### src/rtl/regbank_multi.sv
// Parametrised register bank with per-register access modes (RW, RO with a
// hardware load path, W1C with a hardware set path), a registered read port,
// write error reporting and an aggregated interrupt from the W1C registers.
module regbank_multi #(
  parameter int                DATA_W    = 32,
  parameter int                NREG      = 16,
  parameter logic [NREG-1:0]   RO_MASK   = '0,
  parameter logic [NREG-1:0]   W1C_MASK  = '0,
  parameter logic [DATA_W-1:0] RESET_VAL = '0,
  localparam int               IDX_W     = (NREG > 2) ? $clog2(NREG) : 1,
  localparam int               STRB_W    = DATA_W / 8
) (
  input  logic                   clk,
  input  logic                   rst_n,
  input  logic                   wr_en,
  input  logic [IDX_W-1:0]       wr_idx,
  input  logic [DATA_W-1:0]      wr_data,
  input  logic [STRB_W-1:0]      wr_strb,
  output logic                   wr_err,
  input  logic                   rd_en,
  input  logic [IDX_W-1:0]       rd_idx,
  output logic [DATA_W-1:0]      rd_data,
  output logic                   rd_valid,
  output logic                   rd_err,
  input  logic [NREG-1:0]        hw_load_en,
  input  logic [NREG*DATA_W-1:0] hw_load_data,
  input  logic [NREG*DATA_W-1:0] hw_set,
  output logic [NREG*DATA_W-1:0] regs_q,
  output logic                   irq
);

  logic [DATA_W-1:0] regs   [NREG];
  logic [DATA_W-1:0] regs_d [NREG];
  logic [DATA_W-1:0] byte_mask;
  logic              wr_hit_any;
  logic              wr_hit_ro;
  logic              wr_err_d;
  logic              rd_hit_any;
  logic [DATA_W-1:0] rd_sel;
  logic [DATA_W-1:0] w1c_or;

  // Expand byte strobes into a bit mask
  always_comb begin
    byte_mask = '0;
    for (int b = 0; b < STRB_W; b++) begin
      byte_mask[b*8 +: 8] = {8{wr_strb[b]}};
    end
  end

  // Next-state per register; an index matching no register is out of range.
  // RO takes priority over W1C, and a hardware set beats a software clear.
  always_comb begin
    wr_hit_any = 1'b0;
    wr_hit_ro  = 1'b0;
    for (int i = 0; i < NREG; i++) begin
      regs_d[i] = regs[i];
      if (wr_en && (wr_idx == IDX_W'(i))) begin
        wr_hit_any = 1'b1;
        if (RO_MASK[i]) begin
          wr_hit_ro = 1'b1;
        end
      end
      if (RO_MASK[i]) begin
        if (hw_load_en[i]) begin
          regs_d[i] = hw_load_data[i*DATA_W +: DATA_W];
        end
      end else if (W1C_MASK[i]) begin
        if (wr_en && (wr_idx == IDX_W'(i))) begin
          regs_d[i] = regs[i] & ~(wr_data & byte_mask);
        end
        regs_d[i] = regs_d[i] | hw_set[i*DATA_W +: DATA_W];
      end else if (wr_en && (wr_idx == IDX_W'(i))) begin
        regs_d[i] = (regs[i] & ~byte_mask) | (wr_data & byte_mask);
      end
    end
    wr_err_d = wr_en && (!wr_hit_any || wr_hit_ro);
  end

  // Read mux and W1C interrupt aggregation from the current register values
  always_comb begin
    rd_hit_any = 1'b0;
    rd_sel     = '0;
    w1c_or     = '0;
    for (int i = 0; i < NREG; i++) begin
      if (rd_idx == IDX_W'(i)) begin
        rd_hit_any = 1'b1;
        rd_sel     = regs[i];
      end
      if (W1C_MASK[i] && !RO_MASK[i]) begin
        w1c_or = w1c_or | regs[i];
      end
    end
  end

  // Register storage
  always_ff @(posedge clk or negedge rst_n) begin
    if (!rst_n) begin
      for (int i = 0; i < NREG; i++) begin
        regs[i] <= RESET_VAL;
      end
    end else begin
      for (int i = 0; i < NREG; i++) begin
        regs[i] <= regs_d[i];
      end
    end
  end

  // Read port, write error pulse and interrupt; rd_data holds when idle
  always_ff @(posedge clk or negedge rst_n) begin
    if (!rst_n) begin
      rd_data  <= '0;
      rd_valid <= 1'b0;
      rd_err   <= 1'b0;
      wr_err   <= 1'b0;
      irq      <= 1'b0;
    end else begin
      rd_valid <= rd_en;
      rd_err   <= rd_en && !rd_hit_any;
      if (rd_en) begin
        rd_data <= rd_hit_any ? rd_sel : '0;
      end
      wr_err <= wr_err_d;
      irq    <= |w1c_or;
    end
  end

  // Flattened register contents for the design
  always_comb begin
    for (int i = 0; i < NREG; i++) begin
      regs_q[i*DATA_W +: DATA_W] = regs[i];
    end
  end

endmodule

### config.mk
export PLATFORM = sky130hd
export DESIGN_NAME = regbank_multi
export DESIGN_NICKNAME = d
export VERILOG_FILES = /design/src/rtl/regbank_multi.sv
export SDC_FILE = /design/constraint.sdc
export NUM_CORES = 1
export LEC_CHECK = 0
export BUFFER_PORTS_ARGS = -buffer_cell sky130_fd_sc_hd__clkbuf_2
export CAP_MARGIN = 5
export CORE_AREA = 2 2 643 645
export DETAILED_ROUTE_END_ITERATION = 6
export DIE_AREA = 0 0 645 647
export GPL_TIMING_DRIVEN = 0
export PLACE_DENSITY_LB_ADDON = 0.12
export SKIP_LAST_GASP = 1
export SLEW_MARGIN = 5
export SYNTH_ARGS = -nofsm -noshare
export SYNTH_HDL_FRONTEND = slang
export SYNTH_SLANG_ARGS = --single-unit
### constraint.sdc
create_clock -name clk -period 4.9 [get_ports clk]
set_clock_uncertainty 0.1 [all_clocks]
set_input_delay 0.98 -clock clk [delete_from_list [all_inputs] [get_ports clk]]
set_output_delay 0.98 -clock clk [all_outputs]
set_load 0.01 [all_outputs]
==> flow_summary.yaml <==
yosys:
  synth_edf_count: 0
  synthArstFlopShare: 1.000
  syn_area_per_cell_um2: 12.74
  yosysUniqueCellTypes: 69
  yosysWarnings: 0
  synth_top_area_share: 0.5424
  synth_cells: 1981
  synth_area_leaders: "dfrtp_1 (54%), mux2_2 (24%), a21oi_1 (2.0%), nand2_1 (1.8%), o21ai_0 (1.4%)"
  ys_ff_latch: 547
  synth_most_common_cell: "dfrtp_1"
  yosys-top-cells-count: "dfrtp_1 (547), mux2_2 (541), nand2_1 (120)"
  synth_largest_area_cell: "dfrtp_1"
  synthFlopType: "dfrtp_1"
  ys_seq_area_frac: 0.5424
  netlist_area_um2: 25230
floorplan:
  io_pins: 1636
  die_w_um: 645
  die_h_um: 647
  initial_core_util: 0.06139
  row_count: 236
  die_area_um2: 417300
  fp.coreArea_um2: 411000
global_route:
  met1_usage: 0.1226
  met2_usage: 0.2083
  busiest_layer: "met2"
  grt_max_degree: 88
  grt.overflow.total: 0
  grtUsageTotal: 0.1175
  grt_pass1_wl_um: 306800
  first_global_vias: 22110
  antenna_found_initial: 49
  use_met3: 0.06696
timing:
  hold_viol: 0
  setup_violations: 0
  post-route-period-util: 0.9347
  drv_slew: 11
  worst_slack_ns: 0.3201
  tightest_slew_ns: 1.519
  period_minus_slack_ns: 4.580
  grt_setup_unrepaired: "no"
  slew_headroom: -0.01249
  fin_tns_setup_ns: 0
  clock.fmax_ghz: 0.2183
critical_path:
  cp-end-kind: "flip-flop"
  cp-start-kind: "input pin"
  cp_common_cell: "clkbuf_2"
  crit_path_max_fanout: 10
  crit_type: "in -> reg"
  path_cells: "clkbuf_2, clkbuf_2, nor2b_1, buf_2, a22oi_1, o22ai_1, o21ai_0, a21oi_1"
  path_buf_inv: 3
  slowest_stage: "nor2b_1"
  required_ns: 5.41
  crit_family: "compound AO/OA/AOI/OAI gates"
  worstPathArrival_ns: 5.09
  cpPeakStageDelay_ns: 0.94
routing:
  drt_iter0_markers: 1478
  wl_per_cell_um: 30.78
  drc: 0
  via_per_inst: 2.618
  vias: 21500
  first_pass_iters: 5
  finalWirelength_um: 252700
  drtAntennaViolNets: 0
clocking:
  cts_hold_buffers: 0
  post_cts_resized: 0
  cts_sinks: 547
  clockBufferDepth: 3
  cts_tree: "done"
  worstSkewPairLatency_ns: 0.72
  path_clk_slew_ns: 0.05
  root_buffer: "clkbuf_16"
  cts_max_level: 3
  cts_setup_buffers: 0
  cts_buffers: 80
power_and_ir_drop:
  p_int_mw: 10.52
  p_sw_frac: 0.3989
  p_switching_mw: 6.980
  power_density_nw_per_um2: 460.1
  power.share.clock: 0.360
  combPwrFrac: 0.267
  ir_worst_vdd_v: 0.0002130
  p_leak_nw: 15.51
  seq_power_share: 0.373
run:
  max_cap_viol_count: 1
placement:
  dpl.hpwl_um: 214000
  place_congestion: 0.7849
  place_area_um2: 35280
  dp_slack_ns: -0.3543
  port_buffers: 590
cells_and_area:
  area_growth_pct: 50.68
  fin_nets: 3752
  drive_above_1_share: 0.5029
  postLayoutCellArea_um2: 38020
min_path:
  hold_class: "in -> async"
status:
  violations: "max-capacitance violations, max-slew violations"
  outcome: "finished, violations left"
-- routing by layer --
metal  wire length (µm)  share of wire
met1              89300           0.35
met2             126800           0.50
met3              33050           0.13
met4               3530          0.014
met5                 26        0.00010
-- cell type report --
| cell class | count | area, µm² |
|---|---|---|
| Fill cell | 47650 | 373000 |
| Clock buffer | 113 | 2256 |
| Antenna cell | 12 | 30.03 |
| Timing Repair Buffer | 599 | 3181 |
| Tap cell | 5474 | 6849 |
| Inverter | 7 | 26.28 |
| Multi-Input combinational cell | 1293 | 10890 |
| Sequential cell | 547 | 13690 |
| Buffer | 136 | 650.6 |
| Clock inverter | 29 | 452.9 |
-- worst reg2reg max path: stages (launching register included) --
cell and delay (ns):
dfrtp_1 0.40, a22oi_1 0.79, o22ai_1 0.38, o21ai_1 0.48, a21oi_1 0.13
-- metrics by stage --
step	power, mW	std cells	hold slack, ns	utilization
after CTS	18.04	8198	0.2020	0.09243
after detailed placement	11.56	8056	0.3866	0.08584
final	17.50	8210	0.2236	0.09251
after global routing	18.37	8199	0.2414	0.09244
after global placement	11.53	8047	0.3822	0.08526
after floorplan	7.686	1983	0.4187	-
-- power groups by stage --
| stage | registers [mW] | clock network, mW | logic (mW) |
|---|---|---|---|
| floorplan | 6.41 | 0 | 1.27 |
| global placement | 6.64 | 0 | 4.89 |
| detailed placement | 6.65 | 0 | 4.91 |
| CTS | 6.57 | 6.54 | 4.92 |
| global route | 6.63 | 6.67 | 5.07 |
| finish | 6.52 | 6.31 | 4.67 |
-- logic make-up after synthesis --
group	synth area share
flip-flops	0.5424
multiplexers	0.2654
buffers and inverters	0.02653
other	0.0001486
AND/OR/NAND/NOR	0.05603
AO/OA/AOI/OAI	0.1095
-- cells in the final DEF, fill, tap and decap left out, drive strengths merged, types with 4 or more instances in the layout --
master,instances
mux2i,21
a22oi,39
o211ai,5
a211oi,5
nor3,13
clkbuf,769
clkinv,14
bufinv,8
o21a,16
nand3b,7
dfrtp,547
a21oi,102
a221oi,38
a221o,8
nand2b,9
mux4,13
a32oi,11
o22ai,36
o2111ai,9
a2bb2oi,6
a21o,9
buf,79
nand3,13
clkinvlp,5
o2bb2ai,4
mux2,550
o32ai,6
diode,12
o21ai,72
nor3b,7
nor2,80
inv,9
nand2,125
nor2b,23
o221ai,22
a2111oi,6
-- final timing paths --
path                        startpoint                         end  slack, ns  cells after the start
setup / recovery             rd_idx[3]                  rd_data[3]       0.32                      8
hold / removal                   rst_n  asynchronous set/reset pin       0.22                      1
setup reg to reg             flip-flop                  rd_data[5]       2.46                      4
hold reg to reg            rd_data[30]                 rd_data[30]       0.41                      2
max in group asynchronous        rst_n  asynchronous set/reset pin       2.44                      5
min in group clk           rd_data[30]                 rd_data[30]       0.41                      2
Power figures use the tool's default switching activity.
